### src/rtl/div_unit_pkg.sv
// ----------------------------------------------------------------------------
// div_unit_pkg
// Shared types and constants for the execute-stage integer divider.
//   div_func_t  : DIV=0, DIVU=1, REM=2, REMU=3
//   div_state_t : IDLE, BUSY, DONE
//   mag()       : conditional two's-complement negate, used for operand
//                 magnitudes and for restoring result signs
// ----------------------------------------------------------------------------
package div_unit_pkg;

   localparam int unsigned DIV_XLEN  = 64;
   localparam int unsigned DIV_ITERS = 64;

   typedef enum logic [1:0] {
      F_DIV  = 2'd0,
      F_DIVU = 2'd1,
      F_REM  = 2'd2,
      F_REMU = 2'd3
   } div_func_t;

   typedef enum logic [1:0] {
      IDLE = 2'd0,
      BUSY = 2'd1,
      DONE = 2'd2
   } div_state_t;

   function automatic logic [DIV_XLEN-1:0] mag(input logic neg,
                                                input logic [DIV_XLEN-1:0] v);
      return neg ? (-v) : v;
   endfunction

endpackage

### src/rtl/div_unit_if.sv
// ----------------------------------------------------------------------------
// div_unit_if
// Request/response bundle between operand formation and the divider.
//   in_valid/in_ready   : request handshake (a, b, func, word)
//   out_valid/out_ready : response handshake (result)
//   busy                : divider occupied, drives pipeline stall
// master = requester side, slave = div_unit side.
// ----------------------------------------------------------------------------
interface div_unit_if #(
   parameter int unsigned XLEN = 64
);
   import div_unit_pkg::*;

   logic            in_valid;
   logic            in_ready;
   logic [XLEN-1:0] a;
   logic [XLEN-1:0] b;
   div_func_t       func;
   logic            word;
   logic            out_valid;
   logic            out_ready;
   logic [XLEN-1:0] result;
   logic            busy;

   modport master (
      output in_valid, a, b, func, word, out_ready,
      input  in_ready, out_valid, result, busy
   );

   modport slave (
      input  in_valid, a, b, func, word, out_ready,
      output in_ready, out_valid, result, busy
   );

endinterface

### src/rtl/div_unit_core_u64.sv
// ----------------------------------------------------------------------------
// div_core_u64
// Unsigned 64-bit restoring divider, one shift-subtract step per cycle.
// Ports:
//   clk, reset   : clock, synchronous active-high reset
//   flush        : abandon the current operation
//   start        : load dividend/divisor and begin ITERS iterations
//   dividend     : unsigned dividend
//   divisor      : unsigned divisor (held internally)
//   quotient     : quotient, valid the cycle after done
//   remainder    : remainder, valid the cycle after done
//   done         : high during the final iteration
// ----------------------------------------------------------------------------
module div_core_u64
   import div_unit_pkg::*;
#(
   parameter int unsigned ITERS = DIV_ITERS
) (
   input  logic        clk,
   input  logic        reset,
   input  logic        flush,
   input  logic        start,
   input  logic [63:0] dividend,
   input  logic [63:0] divisor,
   output logic [63:0] quotient,
   output logic [63:0] remainder,
   output logic        done
);

   localparam int unsigned CW = $clog2(ITERS);

   logic [63:0]   quo;
   logic [63:0]   rem;
   logic [63:0]   dvs;
   logic [CW-1:0] cnt;
   logic          running;
   logic [64:0]   rem_sh;
   logic [64:0]   diff;

   // Quotient bits are shifted into quo as dividend bits shift out of it.
   always_comb begin
      rem_sh = {rem, quo[63]};
      diff   = rem_sh - {1'b0, dvs};
   end

   always_ff @(posedge clk) begin
      if (reset) begin
         quo     <= '0;
         rem     <= '0;
         dvs     <= '0;
         cnt     <= '0;
         running <= 1'b0;
      end else if (flush) begin
         running <= 1'b0;
      end else if (start) begin
         quo     <= dividend;
         rem     <= '0;
         dvs     <= divisor;
         cnt     <= CW'(ITERS - 1);
         running <= 1'b1;
      end else if (running) begin
         // diff[64] set means the trial subtraction underflowed: restore.
         if (!diff[64]) begin
            rem <= diff[63:0];
            quo <= {quo[62:0], 1'b1};
         end else begin
            rem <= rem_sh[63:0];
            quo <= {quo[62:0], 1'b0};
         end
         if (cnt == '0) begin
            running <= 1'b0;
         end else begin
            cnt <= cnt - 1'b1;
         end
      end
   end

   assign done      = running && (cnt == '0);
   assign quotient  = quo;
   assign remainder = rem;

endmodule

### src/rtl/div_unit.sv
// ----------------------------------------------------------------------------
// div_unit
// Multi-cycle 64-bit DIV/DIVU/REM/REMU (and W forms) for the execute stage.
// Ports:
//   clk    : clock
//   reset  : synchronous active-high reset
//   flush  : abort in-flight operation, return to IDLE
//   bus    : div_unit_if.slave (in_valid/in_ready, a, b, func, word,
//            out_valid/out_ready, result, busy)
// Optional build macro DIV_FAST_PATH_EN: divide-by-zero and signed overflow
// skip the iterative core and go straight to DONE.
// ----------------------------------------------------------------------------
module div_unit
   import div_unit_pkg::*;
#(
   parameter int unsigned XLEN  = DIV_XLEN,
   parameter int unsigned ITERS = DIV_ITERS
) (
   input  logic       clk,
   input  logic       reset,
   input  logic       flush,
   div_unit_if.slave  bus
);

`ifdef DIV_FAST_PATH_EN
   localparam bit FAST_PATH = 1'b1;
`else
   localparam bit FAST_PATH = 1'b0;
`endif

   div_state_t      state, state_nxt;

   logic            accept;
   logic            is_signed_in, is_rem_in;
   logic            a_neg_in, b_neg_in;
   logic            div0_in, ovf_in, special_in;
   logic [XLEN-1:0] a_mag_in, b_mag_in;

   logic [XLEN-1:0] a_raw;
   logic            is_rem_q, word_q, neg_q_q, neg_r_q, div0_q, ovf_q;

   logic            core_start, core_done;
   logic [XLEN-1:0] core_quo, core_rem;

   logic [XLEN-1:0] q_fix, r_fix, sel, final_res;
   logic [XLEN-1:0] result_q;
   logic            out_valid_q;

   // Operand decode at the accept boundary
   always_comb begin
      accept       = bus.in_valid && (state == IDLE) && !flush;
      is_signed_in = (bus.func == F_DIV) || (bus.func == F_REM);
      is_rem_in    = (bus.func == F_REM) || (bus.func == F_REMU);
      a_neg_in     = is_signed_in && bus.a[XLEN-1];
      b_neg_in     = is_signed_in && bus.b[XLEN-1];
      a_mag_in     = mag(a_neg_in, bus.a);
      b_mag_in     = mag(b_neg_in, bus.b);
      div0_in      = (bus.b == '0);
      ovf_in       = is_signed_in && (bus.a == {1'b1, {(XLEN-1){1'b0}}})
                     && (bus.b == '1);
      special_in   = div0_in || ovf_in;
      core_start   = accept && !(FAST_PATH && special_in);
   end

   div_core_u64 #(
      .ITERS (ITERS)
   ) u_core (
      .clk       (clk),
      .reset     (reset),
      .flush     (flush),
      .start     (core_start),
      .dividend  (a_mag_in),
      .divisor   (b_mag_in),
      .quotient  (core_quo),
      .remainder (core_rem),
      .done      (core_done)
   );

   // Sign fix, special-case override, then W-form extension
   always_comb begin
      q_fix = mag(neg_q_q, core_quo);
      r_fix = mag(neg_r_q, core_rem);
      if (div0_q) begin
         q_fix = '1;
         r_fix = a_raw;
      end else if (ovf_q) begin
         q_fix = a_raw;
         r_fix = '0;
      end
      sel       = is_rem_q ? r_fix : q_fix;
      final_res = word_q ? {{(XLEN-32){sel[31]}}, sel[31:0]} : sel;
   end

   // FSM
   always_ff @(posedge clk) begin
      if (reset) begin
         state <= IDLE;
      end else begin
         state <= state_nxt;
      end
   end

   always_comb begin
      state_nxt = state;
      case (state)
         IDLE: if (accept) state_nxt = (FAST_PATH && special_in) ? DONE : BUSY;
         BUSY: if (core_done) state_nxt = DONE;
         DONE: if (out_valid_q && bus.out_ready) state_nxt = IDLE;
         default: state_nxt = IDLE;
      endcase
      if (flush) begin
         state_nxt = IDLE;
      end
   end

   // The first DONE cycle registers the result; out_valid rises after it,
   // so both paths present a registered, stable result.
   always_ff @(posedge clk) begin
      if (reset) begin
         a_raw       <= '0;
         is_rem_q    <= 1'b0;
         word_q      <= 1'b0;
         neg_q_q     <= 1'b0;
         neg_r_q     <= 1'b0;
         div0_q      <= 1'b0;
         ovf_q       <= 1'b0;
         result_q    <= '0;
         out_valid_q <= 1'b0;
      end else begin
         if (accept) begin
            a_raw    <= bus.a;
            is_rem_q <= is_rem_in;
            word_q   <= bus.word;
            neg_q_q  <= a_neg_in ^ b_neg_in;
            neg_r_q  <= a_neg_in;
            div0_q   <= div0_in;
            ovf_q    <= ovf_in;
         end
         if (flush) begin
            out_valid_q <= 1'b0;
         end else if (state == DONE) begin
            if (!out_valid_q) begin
               result_q    <= final_res;
               out_valid_q <= 1'b1;
            end else if (bus.out_ready) begin
               out_valid_q <= 1'b0;
            end
         end
      end
   end

   assign bus.in_ready  = (state == IDLE);
   assign bus.busy      = (state != IDLE);
   assign bus.out_valid = out_valid_q;
   assign bus.result    = result_q;

endmodule

### src/flat_wrapper.sv
// flat-port wrapper written by rule: the top's interface ports become plain ports
module div_unit_flat import div_unit_pkg::*;
#(
   parameter int unsigned XLEN  = DIV_XLEN,
   parameter int unsigned ITERS = DIV_ITERS
)
  (clk, reset, flush, bus_in_valid, bus_a, bus_b, bus_func, bus_word, bus_out_ready, bus_in_ready, bus_out_valid, bus_result, bus_busy);
  div_unit_if #(.XLEN(XLEN)) bus_i ();
  input  logic clk;
  input  logic reset;
  input  logic flush;
  input wire logic [$bits(bus_i.in_valid)-1:0] bus_in_valid;
  input wire logic [$bits(bus_i.a)-1:0] bus_a;
  input wire logic [$bits(bus_i.b)-1:0] bus_b;
  input wire logic [$bits(bus_i.func)-1:0] bus_func;
  input wire logic [$bits(bus_i.word)-1:0] bus_word;
  input wire logic [$bits(bus_i.out_ready)-1:0] bus_out_ready;
  output wire logic [$bits(bus_i.in_ready)-1:0] bus_in_ready;
  output wire logic [$bits(bus_i.out_valid)-1:0] bus_out_valid;
  output wire logic [$bits(bus_i.result)-1:0] bus_result;
  output wire logic [$bits(bus_i.busy)-1:0] bus_busy;
  assign bus_i.in_valid = bus_in_valid;
  assign bus_i.a = bus_a;
  assign bus_i.b = bus_b;
  assign bus_i.func = bus_func;
  assign bus_i.word = bus_word;
  assign bus_i.out_ready = bus_out_ready;
  assign bus_in_ready = bus_i.in_ready;
  assign bus_out_valid = bus_i.out_valid;
  assign bus_result = bus_i.result;
  assign bus_busy = bus_i.busy;
  div_unit #(.XLEN(XLEN), .ITERS(ITERS)) u_core (.clk(clk), .reset(reset), .flush(flush), .bus(bus_i));
endmodule
### config.mk
export PLATFORM = sky130hd
export DESIGN_NAME = div_unit_flat
export DESIGN_NICKNAME = d
export VERILOG_FILES = /design/src/rtl/div_unit_pkg.sv /design/src/rtl/div_unit_if.sv /design/src/rtl/div_unit_core_u64.sv /design/src/rtl/div_unit.sv /design/src/flat_wrapper.sv
export SDC_FILE = /design/constraint.sdc
export NUM_CORES = 1
export LEC_CHECK = 0
export CORE_MARGIN = 4
export CORE_UTILIZATION = 30
export CTS_CLUSTER_SIZE = 28
export DETAILED_ROUTE_END_ITERATION = 10
export PLACE_DENSITY = 0.45
export SLEW_MARGIN = 20
export SYNTH_ARGS = -nofsm -noshare
export SYNTH_HDL_FRONTEND = slang
export SYNTH_SLANG_ARGS = --single-unit
### constraint.sdc
create_clock -name clk -period 8.9 [get_ports clk]
set_input_delay 1.78 -clock clk [delete_from_list [all_inputs] [get_ports clk]]
set_output_delay 1.78 -clock clk [all_outputs]
set_load 0.03 [all_outputs]
==> flow_summary.toml <==
[sta]
fin_crit_sh = 0.6116
whs_ns = 0.4552
finalMaxSlewViolations = 0
setup_ws_ns = 3.457
setup_viol = 0
fin_skew_ns = 0.02883
worst_slew_pin_slew_ns = 1.195
period_minus_slack_ns = 5.443
rsz0062_at_grt = "no"
final_hold_viol_count = 0
fmax_mhz = 183.7
finalSetupTns_ns = 0
slew_headroom = 0.1961

[critical_path]
critPathKind = "in -> reg"
cp_num_buf_inv = 1
crit_path_end_kind = "flop"
max_stage_delay_ns = 0.90
critPathRequiredTime_ns = 9.39
cp_slowest_cell = "nor4_1"
cp_cell_sequence = "clkdlybuf4s50_1 > or4_1 > or4_1 > nor4_1 > and2_1 > nand3_1 > or2_2 > o41ai_1 > xnor2_1 > nand2_1 > a21oi_1"
cp_common_cell = "or4_1"
crit_path_start_kind = "primary input"
cp_max_fo = 6
crit_arrival_ns = 5.94
crit_family = "simple AND/OR/NAND/NOR gates"

[floorplan]
boundaryPins = 203
chipHeight_um = 288.5
num_rows = 102
coreArea_um2 = 77720
die_x_um = 288.5
die-area_um2 = 83250
start_util = 0.3038

[clocking]
cts_resized = 0
cts_buffers = 44
cts.sinks = 336
clock_path_buffers = 3
clkTransAtPathRegs_ns = 0.06
tritoncts = "done"
htree_levels = 2
insertion_delay_ns = 0.60
ctsHoldBuffers = 0
post-cts-setup-buffers = 0
cts_root_buf = "clkbuf_16"

[routing]
wl_per_cell_um = 21.10
drc = 0
dr.pass1.iters = 6
vias_per_cell = 5.485
ant_nets = 0
vias = 24110
drt-total-wl_um = 92720
drt_iter0_drc = 1946

[synth]
synth-xor-area-share = 0.1102
synth_cell_types = 75
synthCells = 3259
syn-cell-area_um2 = 23610
async_reset_ff_frac = 0
muxShareOfSynthArea = 0.02040
ys_warn_count = 0
ys_seq_area_frac = 0.2849
synth_top_flop_cell = "dfxtp_1"
yosys.area_share.simple = 0.2264
synth_edf_count = 0
synth_fa_ha_area_frac = 0.03848
synth_compound_area_frac = 0.2661
syn_avg_cell_area_um2 = 7.244
synth-seq-cells = 336
synth_top_family_by_area = "compound AO/OA/AOI/OAI gates"
synth_fp_nets = 3467

[cells_and_area]
fin_area_um2 = 27850
area_growth_syn_to_layout_pct = 17.97
final_nets = 3527
drive_gt1_frac = 0.04502

[placement]
io_buffers = 202
dp_slack_ns = 2.967
finalWeightedCongestion = 0.8788
hpwlAfterDp_um = 68290
dpl_cell_area_um2 = 26400

[grt]
grt_max_degree = 187
grt_overflow = 0
first_global_vias = 23110
antenna_found_initial = 3
grt_pass1_wl_um = 138800
grt_usage = 0.2141

[pwr]
peakVddDrop_mv = 0.1187
power_leakage_nw = 9.947
p_total_w = 0.004158
power_per_cell_area_nw_per_um2 = 149.3

[run_status]
outcome = "finished, final reports clean"

[flow_run]
maxCapViolCount = 0

[min_path]
hold_class = "reg -> reg"
[area by class of cell]
cell class                 instances  area (um2)
timing repair buffer             232        2276
antenna                            1       2.502
sequential                       336        6733
fill                            8235       49870
multi-input combinational       2594       15680
inverter                         111       416.7
clock buffer                      57        1220
tap                             1040        1301
clock inverter                    24       226.5
[power by group]
group          internal (W)  total (W)  leakage (nW)  switching (W)
clock               0.00106    0.00181         0.709       0.000749
combinational      0.000278   0.000724          6.50       0.000446
sequential          0.00157    0.00163          2.74      0.0000623
total               0.00290    0.00416          9.95        0.00126
[synth_stat cells (15+ instances only)]
cell type / instances / area (um2)
nand2_1: 494 / 1854
a311oi_1: 71 / 621.9
dfxtp_1: 336 / 6726
o211ai_1: 15 / 112.6
o31ai_1: 63 / 473.0
or3_1: 37 / 231.5
ha_1: 71 / 888.4
clkbuf_1: 200 / 750.7
inv_1: 111 / 416.7
a21oi_1: 283 / 1416
o21ai_0: 258 / 1291
a211oi_1: 81 / 608.1
nor4_1: 31 / 193.9
a21o_1: 24 / 180.2
nand4_1: 45 / 281.5
nor2_1: 337 / 1265
or4_1: 24 / 180.2
xor2_1: 158 / 1384
nor3_1: 77 / 385.4
nand2b_1: 36 / 225.2
o41ai_1: 32 / 280.3
nand3_1: 27 / 135.1
o221ai_1: 17 / 148.9
a22oi_1: 16 / 120.1
mux2i_1: 47 / 470.5
a31oi_1: 23 / 143.9
xnor2_1: 139 / 1217
[worst reg2reg max path, cell delays in order (launching register included)]
cell      delay, ns
dfxtp_1        0.50
inv_1          0.11
ha_1           0.22
fa_1           0.40
nand2b_1       0.18
a21oi_1        0.23
o211a_1        0.30
o31a_1         0.20
o21ai_0        0.29
a311o_1        0.45
nor3_2         0.26
buf_4          0.72
nand2_1        0.65
o21ai_0        0.32
[cell usage in the layout (no fill, tap or decap), types with 12 or more instances in the layout]
cell type / count
a221oi_1: 13
o31ai_1: 63
dfxtp_1: 331
mux2i_1: 47
o211ai_1: 15
nand2b_1: 34
clkbuf_16: 44
xor2_1: 158
and3_1: 12
buf_4: 28
or3_1: 37
nand4_1: 45
ha_1: 71
a21o_1: 24
o21ai_0: 258
nor3b_1: 12
o41ai_1: 32
o22ai_1: 13
or4_1: 24
nor4_1: 30
o221ai_1: 17
a21oi_1: 283
nor3_1: 74
a31oi_1: 23
a211oi_1: 81
or2_2: 13
inv_1: 110
xnor2_1: 139
clkinv_2: 13
a22oi_1: 16
a311oi_1: 71
nand3_1: 27
nand2_1: 494
nor2_1: 334
clkdlybuf4s50_1: 201
[final timing paths]
kind / startpoint / to / cells after the start / slack [ns]
hold / removal: u_core.a_raw[63] / u_core.a_raw[63] / 2 / 0.46
hold reg to reg: u_core.a_raw[63] / u_core.a_raw[63] / 2 / 0.46
setup / recovery: bus_b[8] / u_core.u_core.dvs[59] / 11 / 3.46
setup reg to reg: u_core.u_core.quotient[63] / u_core.u_core.remainder[61] / 13 / 3.98
[cells by family (layout without fill, tap and decap cells)]
kind of cell / Yosys count / in the layout
flip-flops: 336 / 336
AO/OA/AOI/OAI: 987 / 987
adder cells (fa/ha/maj): 72 / 72
AND/OR/NAND/NOR: 1190 / 1190
other: 0 / 1
XOR/XNOR: 297 / 297
multiplexers: 48 / 48
buffers and inverters: 329 / 424
[layer usage]
metal	vias up	wire, um	track usage
met5	-	35	0
met3	153	4572	0.03054
met2	616	45770	0.3742
met4	4	3775	0.08698
li1	11820	-	-
met1	11520	38570	0.2644
[state kept, by name, indices dropped and copies added (netlist names), 2 cells and up]
| signal | cells |
|---|---|
| u_core.a_raw | 64 |
| u_core.bus.result | 64 |
| u_core.state | 2 |
| u_core.u_core.cnt | 6 |
| u_core.u_core.dvs | 64 |
| u_core.u_core.quotient | 64 |
| u_core.u_core.remainder | 64 |
[stage by stage]
step	util	cells
final	0.3583	4395
after global routing	0.3583	4395
after CTS	0.3583	4394
after detailed placement	0.3397	4313
after global placement	0.3396	4313
after floorplan	-	3259
Power figures use the tool's default switching activity.
